`config.mk`:
```
export PLATFORM = sky130hd
export DESIGN_NAME = lcd_frame_scheduler_flat
export DESIGN_NICKNAME = d
export VERILOG_FILES = /design/src/rtl/lcd_pkg.sv /design/src/rtl/lcd_frame_scheduler_if.sv /design/src/rtl/lcd_frame_buffer.sv /design/src/rtl/lcd_frame_scheduler.sv /design/src/flat_wrapper.sv
export SDC_FILE = /design/constraint.sdc
export NUM_CORES = 1
export LEC_CHECK = 0
export CAP_MARGIN = 5
export CORE_AREA = 2 2 234 213
export DETAILED_ROUTE_END_ITERATION = 6
export DIE_AREA = 0 0 236 215
export PLACE_DENSITY = 0.44
export SKIP_LAST_GASP = 1
export SLEW_MARGIN = 20
export SYNTH_ARGS = -nofsm -noshare
export SYNTH_HDL_FRONTEND = slang
export SYNTH_SLANG_ARGS = --single-unit
```
`constraint.sdc`:
```
create_clock -name clk -period 2.35 [get_ports clk]
set_clock_uncertainty 0.15 [all_clocks]
set_input_delay 0.5875 -clock clk [delete_from_list [all_inputs] [get_ports clk]]
set_output_delay 0.5875 -clock clk [all_outputs]
set_load 0.01 [all_outputs]
```
`src/rtl/lcd_pkg.sv`:
```
// Shared definitions for the LCD frame scheduler: FSM states, HD44780 command
// bytes and the power-on init list.
package lcd_pkg;

  typedef enum logic [2:0] {
    PWR_WAIT,
    INIT_SEND,
    GAP,
    IDLE,
    ROW_ADDR,
    ROW_CHAR
  } state_t;

  localparam logic [7:0] LCD_FUNC_SET = 8'h28;
  localparam logic [7:0] LCD_DISP_ON  = 8'h0C;
  localparam logic [7:0] LCD_CLEAR    = 8'h01;
  localparam logic [7:0] LCD_ENTRY    = 8'h06;
  localparam logic [7:0] LCD_ROW0     = 8'h80;
  localparam logic [7:0] LCD_ROW1     = 8'hC0;

  function automatic logic [7:0] init_cmd(input logic [1:0] idx);
    case (idx)
      2'd0:    return LCD_FUNC_SET;
      2'd1:    return LCD_DISP_ON;
      2'd2:    return LCD_CLEAR;
      default: return LCD_ENTRY;
    endcase
  endfunction

endpackage

```
`src/rtl/lcd_frame_scheduler_if.sv`:
```
// Byte-level request/acknowledge bus between the frame scheduler (master)
// and the nibble-level LCD driver (slave).
interface lcd_frame_scheduler_if;
  logic       lcd_req;
  logic       lcd_rs;
  logic [7:0] lcd_byte;
  logic       lcd_ack;

  modport master (output lcd_req, output lcd_rs, output lcd_byte, input lcd_ack);
  modport slave  (input lcd_req, input lcd_rs, input lcd_byte, output lcd_ack);
endinterface

```
`src/rtl/lcd_frame_buffer.sv`:
```
// 2x16 character store with asynchronous read and per-row dirty flags.
// A host write to a row always beats a same-cycle clear of that row.
module lcd_frame_buffer (
  input  logic       clk,
  input  logic       rst,
  input  logic       wr_en,
  input  logic [4:0] wr_addr,
  input  logic [7:0] wr_data,
  input  logic [4:0] rd_addr,
  output logic [7:0] rd_data,
  input  logic       clr_en,
  input  logic       clr_row,
  output logic [1:0] dirty
);

  logic [7:0] mem [32];

  // NOTE: the array is reset on purpose so the display starts blank; this
  // forces flops instead of RAM, which is fine at 32 bytes. Sequential state
  // is always assigned with <= so every flop sees pre-edge values.
  always_ff @(posedge clk or negedge rst) begin
    if (!rst) begin
      for (int i = 0; i < 32; i++) mem[i] <= 8'h20;
    end else if (wr_en) begin
      mem[wr_addr] <= wr_data;
    end
  end

  always_ff @(posedge clk or negedge rst) begin
    if (!rst) begin
      dirty <= 2'b11;
    end else begin
      for (int r = 0; r < 2; r++) begin
        if (wr_en && (wr_addr[4] == 1'(r)))     dirty[r] <= 1'b1;
        else if (clr_en && (clr_row == 1'(r)))  dirty[r] <= 1'b0;
      end
    end
  end

  assign rd_data = mem[rd_addr];

endmodule

```
`src/rtl/lcd_frame_scheduler.sv`:
```
// Runs the LCD power-on init list, then resends dirty rows of the frame
// buffer one byte at a time over the req/ack bus, pacing each byte with a gap.
module lcd_frame_scheduler
  import lcd_pkg::*;
#(
  parameter logic [19:0] PWRON_WAIT = 20'd750000,
  parameter logic [15:0] CMD_GAP    = 16'd2500,
  parameter logic [19:0] CLEAR_GAP  = 20'd100000
) (
  input  logic                         clk,
  input  logic                         rst,
  input  logic                         wr_en,
  input  logic [4:0]                   wr_addr,
  input  logic [7:0]                   wr_data,
  lcd_frame_scheduler_if.master        lcd,
  output logic                         init_done,
  output logic                         busy
);

  localparam int PWR_N = int'(PWRON_WAIT);
  localparam int CMD_N = int'(CMD_GAP);
  localparam int CLR_N = int'(CLEAR_GAP);
  localparam int MAX_N = (PWR_N > CLR_N) ? ((PWR_N > CMD_N) ? PWR_N : CMD_N)
                                         : ((CLR_N > CMD_N) ? CLR_N : CMD_N);
  localparam int CNT_W = (MAX_N > 2) ? $clog2(MAX_N) : 1;

  localparam logic [CNT_W-1:0] PWR_LAST = CNT_W'(PWR_N - 1);
  localparam logic [CNT_W-1:0] CMD_LAST = CNT_W'(CMD_N - 1);
  localparam logic [CNT_W-1:0] CLR_LAST = CNT_W'(CLR_N - 1);

  state_t           state, state_next, ret_state, ret_next;
  logic [CNT_W-1:0] cnt, cnt_next, gap_last;
  logic [1:0]       idx, idx_next;
  logic [3:0]       col, col_next;
  logic             row, row_next;
  logic             clear_gap, clear_next;
  logic             req_q, req_next, rs_q, rs_next, done_next;
  logic [7:0]       byte_q, byte_next, send_byte, rd_data;
  logic [1:0]       dirty;
  logic             clr_en;

  lcd_frame_buffer u_buf (
    .clk     (clk),
    .rst     (rst),
    .wr_en   (wr_en),
    .wr_addr (wr_addr),
    .wr_data (wr_data),
    .rd_addr ({row, col}),
    .rd_data (rd_data),
    .clr_en  (clr_en),
    .clr_row (row_next),
    .dirty   (dirty)
  );

  always_comb begin
    unique case (state)
      INIT_SEND: send_byte = init_cmd(idx);
      ROW_ADDR:  send_byte = row ? LCD_ROW1 : LCD_ROW0;
      default:   send_byte = rd_data;
    endcase
  end

  always_ff @(posedge clk or negedge rst) begin
    if (!rst) begin
      state     <= PWR_WAIT;
      ret_state <= INIT_SEND;
      cnt       <= '0;
      idx       <= '0;
      col       <= '0;
      row       <= 1'b0;
      clear_gap <= 1'b0;
      req_q     <= 1'b0;
      rs_q      <= 1'b0;
      byte_q    <= 8'h00;
      init_done <= 1'b0;
    end else begin
      state     <= state_next;
      ret_state <= ret_next;
      cnt       <= cnt_next;
      idx       <= idx_next;
      col       <= col_next;
      row       <= row_next;
      clear_gap <= clear_next;
      req_q     <= req_next;
      rs_q      <= rs_next;
      byte_q    <= byte_next;
      init_done <= done_next;
    end
  end

  // NOTE: every variable written here gets its hold value first, so no path
  // through the case can leave one unassigned and infer a latch.
  always_comb begin
    state_next = state;
    ret_next   = ret_state;
    cnt_next   = cnt;
    idx_next   = idx;
    col_next   = col;
    row_next   = row;
    clear_next = clear_gap;
    req_next   = req_q;
    rs_next    = rs_q;
    byte_next  = byte_q;
    done_next  = init_done;
    clr_en     = 1'b0;
    gap_last   = clear_gap ? CLR_LAST : CMD_LAST;

    unique case (state)
      PWR_WAIT: begin
        if (cnt == PWR_LAST) begin
          state_next = INIT_SEND;
          cnt_next   = '0;
          idx_next   = '0;
        end else begin
          cnt_next = cnt + CNT_W'(1);
        end
      end
      INIT_SEND, ROW_ADDR, ROW_CHAR: begin
        // First cycle in a send state latches the byte; it then holds until ack.
        if (!req_q) begin
          req_next  = 1'b1;
          rs_next   = (state == ROW_CHAR);
          byte_next = send_byte;
        end else if (lcd.lcd_ack) begin
          req_next   = 1'b0;
          state_next = GAP;
          ret_next   = state;
          cnt_next   = '0;
          clear_next = !rs_q && (byte_q == LCD_CLEAR);
        end
      end
      GAP: begin
        if (cnt == gap_last) begin
          cnt_next = '0;
          unique case (ret_state)
            INIT_SEND: begin
              if (idx == 2'd3) begin
                state_next = IDLE;
                done_next  = 1'b1;
              end else begin
                idx_next   = idx + 2'd1;
                state_next = INIT_SEND;
              end
            end
            ROW_ADDR: begin
              col_next   = '0;
              state_next = ROW_CHAR;
            end
            default: begin
              if (col == 4'd15) begin
                state_next = IDLE;
              end else begin
                col_next   = col + 4'd1;
                state_next = ROW_CHAR;
              end
            end
          endcase
        end else begin
          cnt_next = cnt + CNT_W'(1);
        end
      end
      IDLE: begin
        if (dirty != 2'b00) begin
          state_next = ROW_ADDR;
          row_next   = !dirty[0];
          clr_en     = 1'b1;
        end
      end
      default: state_next = PWR_WAIT;
    endcase
  end

  assign lcd.lcd_req  = req_q;
  assign lcd.lcd_rs   = rs_q;
  assign lcd.lcd_byte = byte_q;
  assign busy         = (state != IDLE);

endmodule

```
`src/flat_wrapper.sv`:
```
// flat-port wrapper written by rule: the top's interface ports become plain ports
module lcd_frame_scheduler_flat import lcd_pkg::*;
#(
  parameter logic [19:0] PWRON_WAIT = 20'd750000,
  parameter logic [15:0] CMD_GAP    = 16'd2500,
  parameter logic [19:0] CLEAR_GAP  = 20'd100000
)
  (clk, rst, wr_en, wr_addr, wr_data, init_done, busy, lcd_lcd_req, lcd_lcd_rs, lcd_lcd_byte, lcd_lcd_ack);
  lcd_frame_scheduler_if lcd_i ();
  input  logic clk;
  input  logic rst;
  input  logic wr_en;
  input  logic [4:0] wr_addr;
  input  logic [7:0] wr_data;
  output logic init_done;
  output logic busy;
  output wire logic [$bits(lcd_i.lcd_req)-1:0] lcd_lcd_req;
  output wire logic [$bits(lcd_i.lcd_rs)-1:0] lcd_lcd_rs;
  output wire logic [$bits(lcd_i.lcd_byte)-1:0] lcd_lcd_byte;
  input wire logic [$bits(lcd_i.lcd_ack)-1:0] lcd_lcd_ack;
  assign lcd_lcd_req = lcd_i.lcd_req;
  assign lcd_lcd_rs = lcd_i.lcd_rs;
  assign lcd_lcd_byte = lcd_i.lcd_byte;
  assign lcd_i.lcd_ack = lcd_lcd_ack;
  lcd_frame_scheduler #(.PWRON_WAIT(PWRON_WAIT), .CMD_GAP(CMD_GAP), .CLEAR_GAP(CLEAR_GAP)) u_core (.clk(clk), .rst(rst), .wr_en(wr_en), .wr_addr(wr_addr), .wr_data(wr_data), .lcd(lcd_i), .init_done(init_done), .busy(busy));
endmodule
```
======== Yosys cells after proc, flatten, opt, wreduce, memory -nomap -nowiden ========
Index checks and enable logic that the tools add are counted.
storage, ports and cells
  register bits ........................... 303
  bits of input ports ..................... 17
  output and inout bits ................... 12
  logic and storage cells ................. 144
operators by class
  $add $sub $neg .......................... 3
  order comparisons ....................... 3
  equality and inequality tests ........... 23
  muxes and demuxes ....................... 41
  bitwise operators ....................... 6
  reduce and logical (&&, ||, !) cells .... 23
operators with widths
  operator                 number
  $bwmux W256              1
  $mux W20                 4
  $pmux W20 S3             1
  $bmux W8 S5              1
  $demux W8 S5             1
  $mux W8                  3
  $add A20 B1 Y20 const B  1
  $eq A20 B20 Y1           1
  $eq A20 B20 Y1 const B   1
  $mux W3                  6
  $pmux W6 S3              1
  $mux W17                 1
  $pmux W8 S2              1
  $ge A6 B6 Y1 const B     2
  $not A5 Y6               2
  $pmux W3 S4              1
  $mux W1                  10
  $mux W2                  5
  $reduce_and A5 Y1        2
  $eq A3 B3 Y1 const B     3
  $eq A8 B1 Y1 const B     1
  $ne A2 B1 Y1 const B     4
  $ne A2 B2 Y1 const B     4
  $pmux W4 S2              1
  other kinds (24)         41

======== Logic depth before layout (Yosys ltp) ========
Gate-level depths: netlist (run 1).
  depth after elaboration ................. 7
  mapped depth ............................ 10
  depth with buffers taken out ............ 7

======== Modules after synthesis ========
From an unflattened synthesis (run 1), not the netlist that was laid out.
unflattened totals
  cells, all modules ...................... 1011
  area total of the unflattened synthesis .. 14413.8 um2
modules (own cells, without submodules)
  module               times used  cells each  area each (um2)  sequential area each (um2)
  lcd_frame_buffer     1           707         11772.5          6498.7
  lcd_frame_scheduler  1           304         2641.3           1127.3

======== Worst setup path before layout (run 1) ========
No wires, ideal clock.
  kind .................................... input port to flip-flop
  start ................................... in wr_addr[0]
  end ..................................... reg u_core.u_buf.mem[24] in the netlist's numbering
  setup time .............................. 0.125 ns
  data arrival time ....................... 1.969 ns
  required time ........................... 2.075 ns
  slack ................................... 0.106 ns
  stages .................................. 5
  path buffers ............................ 2
  cell sequence ........................... clkbuf_1 > or3_1 > clkbuf_1 > nor2_1 > mux2_2
on the way
  longest elaborated chain between the ends .. 6
  elaborated cells between the ends (all ways) .. 7
  those cells by class .................... order compare (2); mux (3); bitwise (1); reduce/logical (1)
ends and longest elaborated chain
  item                                                                line                    RTL
  start: declaration                                                  flat_wrapper.sv:13      input logic [4:0] wr_addr;
  $not A5 Y6 (not written as such) (*)                                lcd_frame_buffer.sv:25  mem[wr_addr] <= wr_data;
  $ge A6 B6 Y1 (not written as such) or $lt A6 B1 Y1 (tied branches)  lcd_frame_buffer.sv:25
  $logic_and A1 B1 Y1 (not written as such)                           lcd_frame_buffer.sv:25
  $mux W8 (not written as such)                                       lcd_frame_buffer.sv:25
  $demux W8 S5 (*)                                                    lcd_frame_buffer.sv:25
  $bwmux W256 (*)                                                     lcd_frame_buffer.sv:25
  end signal: indexed assignment                                      lcd_frame_buffer.sv:25
  end: declaration                                                    lcd_frame_buffer.sv:16  logic [7:0] mem [32];
Mark *: on every way between the ends. The rest lies on a longest branch, timed or not.
A chain may end at the register's enable or synchronous reset.

======== Worst setup path in the final report (run 1) ========
  start ................................... reg u_core.col[0]
  end ..................................... reg u_core.byte_q[0], in the netlist u_core.lcd.lcd_byte[0]
on the way
  longest elaborated chain between the ends .. 5
ends and longest elaborated chain
  item                                         line                       RTL
  start: declaration                           lcd_frame_scheduler.sv:34  logic [3:0] col, col_next;
  start signal: assignment                     lcd_frame_scheduler.sv:81  col <= col_next;
  $not A5 Y6 (not written as such)             lcd_frame_buffer.sv:40     assign rd_data = mem[rd_addr];
  $bmux W8 S5                                  lcd_frame_buffer.sv:40
  $mux W8 (not written as such) (2 in series)  lcd_frame_buffer.sv:40
  $pmux W8 S2                                  lcd_frame_scheduler.sv:56  unique case (state)
  end signal: assignment                       lcd_frame_scheduler.sv:86  byte_q <= byte_next;
  end: declaration                             lcd_frame_scheduler.sv:38  logic [7:0] byte_q, byte_next, send_byte, rd_data;
Every way passes these cells. The select of a mux whose other input is x is not followed.

==> run metrics, run 1 <==
async set-or-reset flop fraction in the synthesized netlist=100%; via count=9362; synth unique cells=66; clk sinks=303; Seq/Total Area, Yosys=53.0%; initial antenna violation count=0; IO Pins=29; critical path type=reg2reg; sw frac=24.5%; Mapped Area=14400 µm²; TritonCTS Buffers=37; Clk pwr share=41.2%; RePlAce Congestion=0.782; Antenna Nets Post-Route=0; sequential share of power=46.0%; CTS max path bufs=3; placed cell areas=16800 µm²; Startpoint Class=flip-flop; Crit path arrival time=2690 ps; full die area=50700 µm²; Slew Limit Fails=0; Total GRT Usage=16.1%; Final WS setup=-67.9 ps; Clock Latency Late Sink=550 ps; Crit. End Element=flip-flop; n_diodes=0; CTS tree=yes; area fraction of the dominant cell type after synthesis=46.6%; slew of the pin with the lowest slew margin=813 ps; Psw=3.51 mW; status=finished, violations left; pre-CTS setup slack=-351 ps; Worst-path clk slew=60 ps; depth of the CTS H-tree=2; Max Clock Freq=414 MHz; Syn Nets=1088; Post-Route Setup TNS=-73.8 ps; flops & latches, synth=303; number of global-route vias before repair=9876; fin crit period=2420 ps; post-DP HPWL=26900 µm; Tot Pwr=14.3 mW; site row count=77; routed len/inst=21.0 µm; internal power=10.8 mW; most frequent cells in the layout=dfrtp_1 (263), mux2_2 (257), buf_4 (125); crit-path max FO=7; Pre-antenna DRT Iters=4; Final Cell Area=18300 µm²; MaxCap Viol Count=0; Finished Layout Cells=1890; Fill cells=4623; post-synth top area cell=dfrtp_1; Placeable Area=48500 µm²; Yosys warnings=0; Final Hold Fails=0; hold crit path type=reg2reg; total gr overflow=0; Avg Inst Size Synth=13.5 µm²; Comb pwr share=12.8%; top post-synthesis cells by area=dfrtp_1 (47%), mux2_2 (20%), mux4_2 (8.0%); number of port buffers=28; DRT iter0 DRCs=580; ratio of cells with drive above 1 in the final layout=48.3%; Root Buffer=clkbuf_16; Syn Inst Count=1064; VDD IR max=0.384 mV; area delta synth->final=26.9%; P_leak=7.76 nW; starting density of the core=29.7%; RSZ-0062 raised after global routing=yes; pwr/cell area=784 nW/µm²; number of synthesized flops with an enable pin=0; Final setup viols=2; Die Height=215 µm; Die X=236 µm; nets@finish=1254; Max-slew headroom=45.7%; first-pass GRT wire length=62200 µm; placed cell count=1812; Primary FF master, synth=dfrtp_1; period utilization=103%; failing checks=setup timing; critical path required time=2630 ps; detailed-route vias per instance=4.95; drt total wl=39700 µm; pin count of the biggest net entering global routing=73; most common cell after layout, fill and taps aside=dfrtp_1; residual DRC count=0
[worst paths after layout]
check	startpoint	to	slack (ps)	cells after the start
max in group asynchronous	rst	u_core.u_buf.mem[125]$_DFFE_PN1P_	890	3
worst min register to register	u_core.u_buf.dirty[1]$_DFFE_PN1P_	u_core.u_buf.dirty[1]$_DFFE_PN1P_	340	2
worst max register to register	u_core.col[0]$_DFFE_PN0P_	u_core.lcd.lcd_byte[0]$_DFFE_PN0P_	-70	7
min in group asynchronous	rst	u_core.u_buf.mem[28]$_DFFE_PN0P_	400	2
worst min-delay path	u_core.u_buf.dirty[1]$_DFFE_PN1P_	u_core.u_buf.dirty[1]$_DFFE_PN1P_	340	2
worst max-delay path	u_core.col[0]$_DFFE_PN0P_	u_core.lcd.lcd_byte[0]$_DFFE_PN0P_	-70	7
[cell type report]
type / count / area, µm² / area share (%)
multi-input cells: 679 / 6500 / 35.6
repair buffers: 195 / 2040 / 11.2
flip-flops and latches: 303 / 7630 / 41.8
inverters: 14 / 52.6 / 0.287
well taps: 632 / 791 / 4.33
clock inverters: 15 / 170 / 0.931
clock buffers: 52 / 1080 / 5.93
[routing by layer]
metal	global-route usage (%)	up-vias	wire length [µm]	share of wire [%]
li1	-	4275	-	-
met1	23.3	4905	19700	50
met2	24.7	123	17900	45
met3	2.56	59	1240	3.1
met4	5.07	0	873	2.2
met5	0	-	0	0
[logic make-up (layout without fill, tap and decap cells)]
logic type | after synthesis | in the layout | share of synthesized area [%]
fa+ha+maj | 7 | 7 | 0.608
simple gates | 193 | 193 | 6.78
xor+xnor | 13 | 13 | 0.791
mux | 347 | 347 | 30.8
flops | 303 | 303 | 53.0
compound gates | 119 | 119 | 5.47
buf+inv | 82 | 276 | 2.62
[power groups by stage]
stage / Sequential [mW] / Clock [mW] / Combinational [mW]
2_1_floorplan: 6.50 / 0 / 1.18
3_3_place_gp: 6.65 / 0 / 1.79
3_5_place_dp: 6.67 / 0 / 1.83
4_1_cts: 6.59 / 6.09 / 1.86
5_1_grt: 6.69 / 6.31 / 1.99
6_report: 6.59 / 5.91 / 1.83
[stage by stage]
stage                     utilization [%]  hold slack, ps
final                                37.7             340
after global routing                 37.7             360
after CTS                            37.5             344
after detailed placement             34.7             333
after global placement               34.7             327
after floorplan                         -             142
[state kept, by name (all words and copies together) (netlist names)]
register	cells
u_core.u_buf.dirty	2
u_core.ret_state	3
u_core.clear_gap	1
u_core.u_buf.mem	256
u_core.idx	2
u_core.state	3
u_core.col	4
u_core.lcd.lcd_req	1
u_core.cnt	20
u_core.lcd.lcd_byte	8
u_core.lcd.lcd_rs	1
u_core.row	1
u_core.init_done	1
[cells in the mapped netlist (all sizes together), types with 3 or more instances]
master,n
a2111oi,3
a211oi,6
a21oi,32
a221oi,3
a22oi,3
a31oi,3
and3,5
buf,23
clkbuf,45
dfrtp,268
dfstp,35
ha,7
inv,14
mux2,257
mux2i,39
mux4,51
nand2,61
nand2b,4
nand3,20
nand3b,8
nand4,4
nand4b,3
nor2,44
nor3,16
nor3b,7
nor4,3
o21ai,32
o221ai,6
o22ai,8
o41ai,4
or2,3
or3,3
or4b,3
xnor2,6
xor2,7
[what timing repair did]
action | CTS | global route
endpoints found under the setup margin | 11 | 29
hold endpoints to repair | 17 | 0
hold buffers | 1 | 0
buffers inserted | 5 | 5
resized for setup | 19 | 14
pin swaps | 1 | 5
[worst max-delay path, cell delays in order (launching register included)]
cell	delay [ps]
dfrtp_4	500
buf_12	160
mux4_2	570
mux2i_4	200
o221ai_2	160
buf_4	200
a21oi_1	230
o41ai_2	110
Note: power is estimated with default switching activity, not from simulation.
==> run 2: changes to the inputs <==
Settings changed: CORE_AREA 2 2 234 213 to 4 4 236 215, CTS_CLUSTER_DIAMETER from default to 80, DIE_AREA 0 0 236 215 to 0 0 240 219, REMOVE_ABC_BUFFERS from default to 1.
==> run 2 against run 1 <==
Compared with the run above: the flow still finishes with violations (setup timing); sequential share of layout area rose by 0.71 points; critical endpoint is now u_core.lcd.lcd_byte[4]$_DFFE_PN0P_; clock power fell by 11%; routed wire length rose by 1.6%; largest power group unchanged; non-clock buffer count fell by 8; first-iteration DRC count fell by 6.7%.
==> run metrics, run 2 (synthesis gave the netlist of run 1 again) <==
Antenna Nets Post-Route=0 (unchanged); most frequent CP cell=mux4_2; Die X=240 µm (was 236 µm); CTS tree=yes (unchanged); VDD IR max=0.511 mV (was 0.384 mV); number of port buffers=28 (unchanged); Crit. End Element=flip-flop (unchanged); DRT iter0 DRCs=541 (was 580); routed len/inst=21.5 µm (was 21.0 µm); Final setup viols=5 (was 2); Worst Setup SP=u_core.col[0]$_DFFE_PN0P_ (unchanged); nets@finish=1246 (was 1254); CP Cell Sequence=buf_12 > buf_4 > mux4_2 > mux4_2 > a32oi_1 > o31ai_1 (was buf_12 > mux4_2 > mux2i_4 > o221ai_2 > buf_4 > a21oi_1 > o41ai_2); detailed-route vias per instance=5.02 (was 4.95); MaxCap Viol Count=0 (unchanged); crit-path max FO=6 (was 7); Startpoint Class=flip-flop (unchanged); post-DP HPWL=26800 µm (was 26900 µm); full die area=52600 µm² (was 50700 µm²); Largest Register=u_core.u_buf.mem (unchanged); critical path required time=2600 ps (was 2630 ps); Max Clock Freq=407 MHz (was 414 MHz); Hold Crit Start=u_core.u_buf.mem[174]$_DFFE_PN0P_ (was u_core.u_buf.dirty[1]$_DFFE_PN1P_); max reg flops=256 (unchanged); failing checks=setup timing (unchanged); ratio of cells with drive above 1 in the final layout=47.2% (was 48.3%); fin crit period=2460 ps (was 2420 ps); drt total wl=40400 µm (was 39700 µm); Pre-antenna DRT Iters=5 (was 4); Clock Latency Late Sink=540 ps (was 550 ps); Buf/Inv on CP=2 (unchanged); Reg-to-Reg Start=u_core.col[0]$_DFFE_PN0P_ (unchanged); most common cell after layout, fill and taps aside=dfrtp_1 (unchanged); Post-Route Setup TNS=-312 ps (was -73.8 ps); RSZ-0062 raised after global routing=yes (unchanged); placed cell areas=16600 µm² (was 16800 µm²); number of global-route vias before repair=9889 (was 9876); via count=9429 (was 9362); starting density of the core=29.7% (about the same); Slew Limit Fails=0 (unchanged); status=finished, violations left (unchanged); Root Buffer=clkbuf_16 (unchanged); depth of the CTS H-tree=2 (unchanged); Final Cell Area=18000 µm² (was 18300 µm²); site row count=77 (unchanged); total gr overflow=0 (unchanged); pin count of the biggest net entering global routing=58 (was 73); residual DRC count=0 (unchanged); most frequent cells in the layout=dfrtp_1 (265), mux2_2 (257), buf_4 (128) (was dfrtp_1 (263), mux2_2 (257), buf_4 (125)); critical path type=reg2reg (unchanged); first-pass GRT wire length=62600 µm (was 62200 µm); period utilization=105% (was 103%); final core utilization=37.0% (was 37.7%); RePlAce Congestion=0.770 (was 0.782); Max-slew headroom=67.1% (was 45.7%); pwr/cell area=759 nW/µm² (was 784 nW/µm²); IO Pins=29 (unchanged); clk sinks=303 (unchanged); Die Height=219 µm (was 215 µm); CP max-delay cell=mux4_2 (unchanged); TritonCTS Buffers=36 (was 37); area delta synth->final=24.8% (was 26.9%); Final WS setup=-107 ps (was -67.9 ps); Final Hold Fails=0 (unchanged); Fill cells=4723 (was 4623); Crit path arrival time=2710 ps (was 2690 ps); Total GRT Usage=15.6% (was 16.1%); Worst-path clk slew=60 ps (about the same); CTS max path bufs=3 (unchanged); Placeable Area=48600 µm² (was 48500 µm²); initial antenna violation count=1 (was 0); Largest stage delay, worst path=570 ps (about the same); hold slack=349 ps (was 340 ps); hold crit path type=reg2reg (unchanged); P_leak=7.64 nW (was 7.76 nW); kind of cell adding the most delay to the critical path=multiplexers (unchanged); slew of the pin with the lowest slew margin=493 ps (was 813 ps)
==> run 2: changes by cell type in the layout (fill, tap and decap cells not counted), sizes merged, moves of 2 or more <==
cell,before,now
clkbuf,52,59
clkinvlp,5,0
clkinv,6,4
bufinv,3,0
buf,167,160
==> run 2: layout make-up <==
type | instances | area (µm²) | area share, %
flip-flops and latches | 303 | 7630 | 42.5
multi-input cells | 680 | 6540 | 36.4
repair buffers | 187 | 1850 | 10.3
clock buffers | 59 | 1080 | 6.00
well taps | 632 | 791 | 4.40
inverters | 14 | 52.6 | 0.292
clock inverters | 4 | 20.0 | 0.111
diodes | 1 | 2.50 | 0.0139
==> run 2: metal layers <==
metal  global-route usage [%]  vias up  routed length [µm]
met5                        0        -                   0
met4                     3.25        0                 656
met3                     3.20       46                1690
met2                     23.2      169               17700
met1                     23.7     4942               20300
li1                         -     4272                   -
==> run 2: path summary, 6_finish.rpt <==
kind | end | slack, ps | cells past startpoint
worst max-delay path | u_core.lcd.lcd_byte[4]$_DFFE_PN0P_ | -110 | 6
min in group asynchronous | u_core.u_buf.mem[187]$_DFFE_PN0P_ | 430 | 2
worst max register to register | u_core.lcd.lcd_byte[4]$_DFFE_PN0P_ | -110 | 6
max in group asynchronous | u_core.u_buf.mem[61]$_DFFE_PN1P_ | 810 | 3
worst min-delay path | u_core.u_buf.mem[174]$_DFFE_PN0P_ | 350 | 1
worst min register to register | u_core.u_buf.mem[174]$_DFFE_PN0P_ | 350 | 1
==> run 2: power by group <==
| part | internal, mW | switching (mW) |
|---|---|---|
| Clock | 3.12 | 2.15 |
| Sequential | 6.16 | 0.425 |
| Combinational | 1.06 | 0.731 |
| Total | 10.3 | 3.30 |
==> run 2: worst reg2reg max path: stages (launching register included) <==
cell and delay, ps:
dfrtp_4 510, buf_12 150, buf_4 140, mux4_2 480, mux4_2 570, a32oi_1 230, o31ai_1 90
==> run 2: what timing repair did <==
| item | 4_1_cts | 5_1_grt |
|---|---|---|
| gates resized for setup | 26 | 13 |
| hold buffers | 1 | 0 |
| endpoints found under the setup margin | 10 | 26 |
| cloned | 3 | 0 |
| endpoints found under the hold margin | 37 | 0 |
| pin swaps | 5 | 9 |
| setup buffers | 8 | 0 |
==> run 2: stage by stage <==
stage                     power, mW  setup WS, ps  instances
after floorplan                7.63         -2180        996
after global placement         8.40          -307       1806
after detailed placement       8.46          -308       1806
after CTS                      13.9          -105       1879
after global routing           14.3          -141       1880
final                          13.6          -107       1880
==> patch 1 (config.mk and constraints of run 1) <==
Reset style: synchronous (`rst`), changed in 3 clocked blocks. Comments in the files are not updated.
--- a/src/rtl/lcd_frame_buffer.sv
+++ b/src/rtl/lcd_frame_buffer.sv
@@ -20,3 +20,3 @@
   // is always assigned with <= so every flop sees pre-edge values.
-  always_ff @(posedge clk or negedge rst) begin
+  always_ff @(posedge clk) begin
     if (!rst) begin
@@ -28,3 +28,3 @@
 
-  always_ff @(posedge clk or negedge rst) begin
+  always_ff @(posedge clk) begin
     if (!rst) begin
--- a/src/rtl/lcd_frame_scheduler.sv
+++ b/src/rtl/lcd_frame_scheduler.sv
@@ -62,3 +62,3 @@
 
-  always_ff @(posedge clk or negedge rst) begin
+  always_ff @(posedge clk) begin
     if (!rst) begin
Formal check against the unedited RTL: no difference found for any inputs over 10 cycles, from zero or initial values and one cycle with rst low; that may be too few to reach the edited logic, so the function may still have changed.
==> patch 1 against run 1 <==
- worst setup slack improved by 0.092 ns
- cell area down 3.2%
- sequential cell count stayed put
- first-iteration DRC count up 16%
- synthesized area is essentially flat
- die area did not move
- wire length is 0.50% higher
- critical path depth fell by 1
- critical endpoint is now u_core.lcd.lcd_byte[3]$_SDFFE_PN0P_
Power is not compared: it rests on default switching activity, and its combinational part moved more than twofold at a synthesized area within 25%.
==> patch 1: results (changes against run 1) <==
| Metric | Value |
|---|---|
| GRT Overall Usage | 15.96% (was 16.11%) |
| Metal2 WL | 18,280 um (was 17,900 um) |
| Syn Area/Cell | 12.96 sq um (was 13.53 sq um) |
| Status | finished, final reports clean (was complete, but fails checks) |
| Synth area leaders | edfxtp_1 (53%), and2_1 (10%), mux4_2 (8.8%) (was dfrtp_1 (47%), mux2_2 (20%), mux4_2 (8.0%)) |
| Reg2Reg Setup Slack | 0.02 ns (was -0.07 ns) |
| Worst hold start | u_core.ret_state[1]$_SDFFE_PN0P_ (was u_core.u_buf.dirty[1]$_DFFE_PN1P_) |
| Nets | 1,286 (was 1,254) |
| Hold Path Stages | 1 (was 2) |
| Crit path from | u_core.col[0]$_SDFFE_PN0P_ (was u_core.col[0]$_DFFE_PN0P_) |
| DP HPWL | 27,350 um (was 26,940 um) |
| Via density | 4.792 (was 4.953) |
| Vias in the first global route | 9,278 (was 9,876) |
| Gpl congestion | 0.7897 (was 0.7822) |
| Hold_ws | 0.3391 ns (was 0.3400 ns) |
| Met3 usage | 2.274% (was 2.556%) |
| Wire length on met3 | 1594 um (was 1237 um) |
| Setup bufs post-CTS | 0 (was 5) |
| Primary FF master, synth | edfxtp_1 (was dfrtp_1) |
| Drt total wl | 39,930 um (was 39,730 um) |
| Synth cell count leaders | edfxtp_1 (256), and2_1 (229), nor2_1 (83), clkbuf_1 (58) (was dfrtp_1 (268), mux2_2 (257), nand2_1 (60), mux4_2 (51), clkbuf_1 (45)) |
| Sequential area share after synthesis | 59.98% (was 52.96%) |
| R2R Path End | u_core.lcd.lcd_byte[3]$_SDFFE_PN0P_ (was u_core.lcd.lcd_byte[0]$_DFFE_PN0P_) |
| Async S/R FF share, synth | 0% (was 100.0%) |
| GR met2 Demand/Resource | 25.31% (was 24.67%) |
| Worst-Margin Slew | 0.6257 ns (was 0.8130 ns) |
| Synth cell types | 60 (was 66) |
| Drt initial violations | 675 (was 580) |
| EDFF count, synth | 256 (was 0) |
| Crit-path max FO | 16 (was 7) |
| Post-synth top area cell | edfxtp_1 (was dfrtp_1) |
| Ratio of cells with drive above 1 in the final layout | 22.43% (was 48.25%) |
==> patch 1: kinds of logic (layout without fill, tap and decap cells) <==
| family | count (synthesis) | after routing | share of synthesized area (%) |
|---|---|---|---|
| xor+xnor | 20 | 20 | 1.218 |
| mux | 83 | 83 | 11.21 |
| simple gates | 484 | 484 | 18.89 |
| compound gates | 120 | 120 | 5.105 |
| buf+inv | 92 | 266 | 2.905 |
| fa+ha+maj | 8 | 8 | 0.6958 |
| flops | 303 | 303 | 59.98 |
==> patch 1: power by group through the flow <==
stage	clock [mW]	sequential (mW)	combinational, mW
3_5_place_dp	0	6.26	0.646
2_1_floorplan	0	6.22	0.287
6_report	5.42	6.15	0.638
4_1_cts	5.57	6.15	0.648
5_1_grt	5.74	6.17	0.687
3_3_place_gp	0	6.26	0.644
==> patch 1: worst max-delay path by stage <==
stage | endpoint | slack, ns
floorplan | u_core.u_buf.mem[17][0]$_SDFFCE_PN0P_ | -0.11
global placement | u_core.u_buf.mem[10][1]$_SDFFCE_PN0P_ | -0.47
detailed placement | u_core.u_buf.mem[10][6]$_SDFFCE_PN0P_ | -0.47
CTS | lcd_lcd_req | 0.006
global route | u_core.lcd.lcd_byte[3]$_SDFFE_PN0P_ | -0.02
finish | u_core.lcd.lcd_byte[3]$_SDFFE_PN0P_ | 0.02
==> patch 1: through the flow <==
stage / area (sq um) / setup slack, ns
global placement: 16510 / -0.4706
finish: 17700 / 0.02403
detailed placement: 16510 / -0.4700
CTS: 17640 / 0.006413
global route: 17700 / -0.02311
floorplan: 14390 / -0.1120
==> patch 1: area by class of cell <==
type                            instances  area, sq um
Fill cell                            4678        30760
Sequential cell                       303         8640
Multi-Input combinational cell        715         5370
Timing Repair Buffer                  193         1742
Clock buffer                           42        975.9
Tap cell                              632        790.8
Clock inverter                         20        142.6
Inverter                               11        41.29
==> patch 2 (flow settings as in run 1) <==
Without the edit above. `CLEAR_GAP` is set to 20'd100000 in 2 places; all go to 20'd75000.
--- a/src/rtl/lcd_frame_scheduler.sv
+++ b/src/rtl/lcd_frame_scheduler.sv
@@ -7,3 +7,3 @@
   parameter logic [15:0] CMD_GAP    = 16'd2500,
-  parameter logic [19:0] CLEAR_GAP  = 20'd100000
+  parameter logic [19:0] CLEAR_GAP  = 20'd75000
 ) (
--- a/src/flat_wrapper.sv
+++ b/src/flat_wrapper.sv
@@ -5,3 +5,3 @@
   parameter logic [15:0] CMD_GAP    = 16'd2500,
-  parameter logic [19:0] CLEAR_GAP  = 20'd100000
+  parameter logic [19:0] CLEAR_GAP  = 20'd75000
 )
Check against the original RTL: no difference found for any inputs over 10 cycles, from zero or initial values and one cycle with rst low; that may be too few to reach the edited logic, so the function may still have changed.
==> patch 2 against run 1 <==
- the run still ends with setup timing left
- clock power is 3% lower
- worst setup slack better by 0.012 ns
- wire length is 1.3% higher
- total power is 1.4% lower
- core utilization is 0.84 points higher
- non-clock buffer count is 31 higher
- sequential share of layout area is 0.90 points lower
- sequential cell count stayed put
- worst hold slack better by 0.0035 ns
- die area stayed put
- cell area is 2.2% higher
- sequential power hardly changed
- synthesized area is 0.54% lower
- critical path type unchanged
- largest cell class unchanged
- largest power group unchanged
==> patch 2: results (changes against run 1) <==
| Metric | Value |
|---|---|
| Status | complete, but fails checks (unchanged) |
| Failing checks | setup timing (unchanged) |
| Depth of the most critical reg-to-reg path | 6 (was 7) |
| Compound-Gate Fraction of Synth Area | 5.259% (was 5.465%) |
| # H-tree levels | 2 (unchanged) |
| Cell count after placement | 1,835 (was 1,812) |
| Crit-path max FO | 6 (was 7) |
| First-pass GRT wire length | 62,330 um (was 62,240 um) |
| CTS Buffer Depth | 3 (unchanged) |
| Synthesis Warnings | 0 (unchanged) |
| Worst Path Arrival | 2.69 ns (about the same) |
| # setup viols final | 13 (was 2) |
| Synth cell count leaders | dfrtp_1 (268), mux2_2 (262), nor2_1 (64), nand2_1 (55), clkbuf_1 (49) (was dfrtp_1 (268), mux2_2 (257), nand2_1 (60), mux4_2 (51), clkbuf_1 (45)) |
| Worst vdd ir | 0.4463 mV (was 0.3845 mV) |
| Gpl congestion | 0.7657 (was 0.7822) |
| DP HPWL | 26,800 um (was 26,940 um) |
| CTS root buffer | clkbuf_16 (unchanged) |
| Largest delay contributor family on the critical path | compound AO/OA/AOI/OAI gates (was multiplexers) |
| Post-Synth XOR/XNOR Area | 1.101% (was 0.7907%) |
| Synth cell types | 60 (was 66) |
| Vias in the first global route | 9,955 (was 9,876) |
| CTS Buf Count | 38 (was 37) |
| Static Leak | 7.947 nW (was 7.762 nW) |
| EDFF count, synth | 0 (unchanged) |
| Multiplexer share of the synthesized area | 30.03% (was 30.78%) |
| Syn Inst Count | 1,074 (was 1,064) |
| Hold endpoint | u_core.ret_state[0]$_DFFE_PN1P_ (was u_core.u_buf.dirty[1]$_DFFE_PN1P_) |
| IO Port Bufs | 28 (unchanged) |
| Nets | 1,296 (was 1,254) |
| Drt initial violations | 530 (was 580) |
| Sequential area share after synthesis | 53.25% (was 52.96%) |
| Hold Path Stages | 2 (unchanged) |
| Fin cells | 1,933 (was 1,890) |
| Via density | 4.943 (was 4.953) |
| GRT Overall Usage | 16.12% (was 16.11%) |
| Origin of the critical flop-to-flop path | u_core.col[0]$_DFFE_PN0P_ (unchanged) |
| Largest net degree at the start of global routing | 60 (was 73) |
| Worst-Margin Slew | 0.6951 ns (was 0.8130 ns) |
| Post-Synth Adder-Cell Area | 0.6115% (was 0.6082%) |
| Synth area leaders | dfrtp_1 (47%), mux2_2 (21%), mux4_2 (6.9%) (was dfrtp_1 (47%), mux2_2 (20%), mux4_2 (8.0%)) |
| R2R Path End | u_core.lcd.lcd_byte[1]$_DFFE_PN0P_ (was u_core.lcd.lcd_byte[0]$_DFFE_PN0P_) |
| Ratio of cells with drive above 1 in the final layout | 51.35% (was 48.25%) |
| Hold_ws | 0.3435 ns (was 0.3400 ns) |
| Detailed-route wire length per cell | 20.83 um (was 21.02 um) |
| Critical Path Max Stage Delay | 0.55 ns (was 0.57 ns) |
| Worst hold start | u_core.ret_state[0]$_DFFE_PN1P_ (was u_core.u_buf.dirty[1]$_DFFE_PN1P_) |
| Hold crit path type | reg2reg (unchanged) |
| Area after DPL | 0.01675 sq mm (was 0.01683 sq mm) |
| Worst Slack Setup Final | -0.05569 ns (was -0.06793 ns) |
-- patch 2: cell families after synthesis --
kind of cell | Yosys count
AOI/OAI and AO/OA | 109
and+or+nand+nor | 214
adders and majority gates | 7
buffers and inverters | 81
xor gates and xnor gates | 18
muxes | 342
DFF | 303
-- patch 2: worst max path at each step --
stage | start | to | slack, ns | cells after the start
floorplan | u_core.col[0]$_DFFE_PN0P_ | u_core.lcd.lcd_byte[5]$_DFFE_PN0P_ | -0.01 | 8
global placement | u_core.col[0]$_DFFE_PN0P_ | u_core.lcd.lcd_byte[1]$_DFFE_PN0P_ | -0.76 | 6
detailed placement | u_core.col[0]$_DFFE_PN0P_ | u_core.lcd.lcd_byte[1]$_DFFE_PN0P_ | -0.70 | 6
CTS | u_core.cnt[4]$_DFFE_PN0P_ | u_core.idx[0]$_DFFE_PN0P_ | -0.05 | 7
global route | u_core.cnt[0]$_DFFE_PN0P_ | u_core.cnt[19]$_DFFE_PN0P_ | -0.11 | 9
finish | u_core.col[0]$_DFFE_PN0P_ | u_core.lcd.lcd_byte[1]$_DFFE_PN0P_ | -0.06 | 6
-- patch 2: worst min-delay path, stage by stage, from the launching register on --
cell	delay [ns]
dfstp_2	0.39
nand2_1	0.06
nand2_1	0.05
-- patch 2: routing by layer --
| layer | vias up | track usage (%) | share of wire, % |
|---|---|---|---|
| li1 | 4370 | - | - |
| met1 | 4988 | 23.10 | 49 |
| met2 | 147 | 25.19 | 46 |
| met3 | 50 | 3.057 | 3.4 |
| met4 | 0 | 3.779 | 1.9 |
| met5 | - | 0 | 0 |
-- patch 2: repair_timing --
| action | CTS | global route |
|---|---|---|
| gates resized for setup | 38 | 65 |
| pin swaps | 19 | 25 |
| setup endpoints to repair | 37 | 36 |
| buffers inserted | 19 | 7 |
| hold endpoints to repair | 25 | 0 |
| gates cloned | 2 | 3 |
| hold buffers | 1 | 0 |
-- patch 2: where the power goes --
group	switching (mW)	internal, mW
logic	0.750	1.08
clock network	2.29	3.43
registers	0.424	6.16
-- patch 2: cell type report --
class	instances	area, sq um
inverters	13	48.80
flip-flops and latches	303	7636
well taps	632	790.8
repair buffers	226	2278
clock inverters	9	83.83
fillers	4596	29780
clock buffers	60	1135
multi-input cells	690	6711
-- patch 2: through the flow --
stage                     setup TNS (ns)  util (%)  worst slack (ns)
after floorplan                 -0.01166         -          -0.01166
after global placement            -69.34     34.56           -0.7621
after detailed placement          -68.66     34.56           -0.6951
after CTS                        -0.8643     37.86          -0.05427
after global routing              -2.045     38.56           -0.1069
final                            -0.2457     38.56          -0.05569
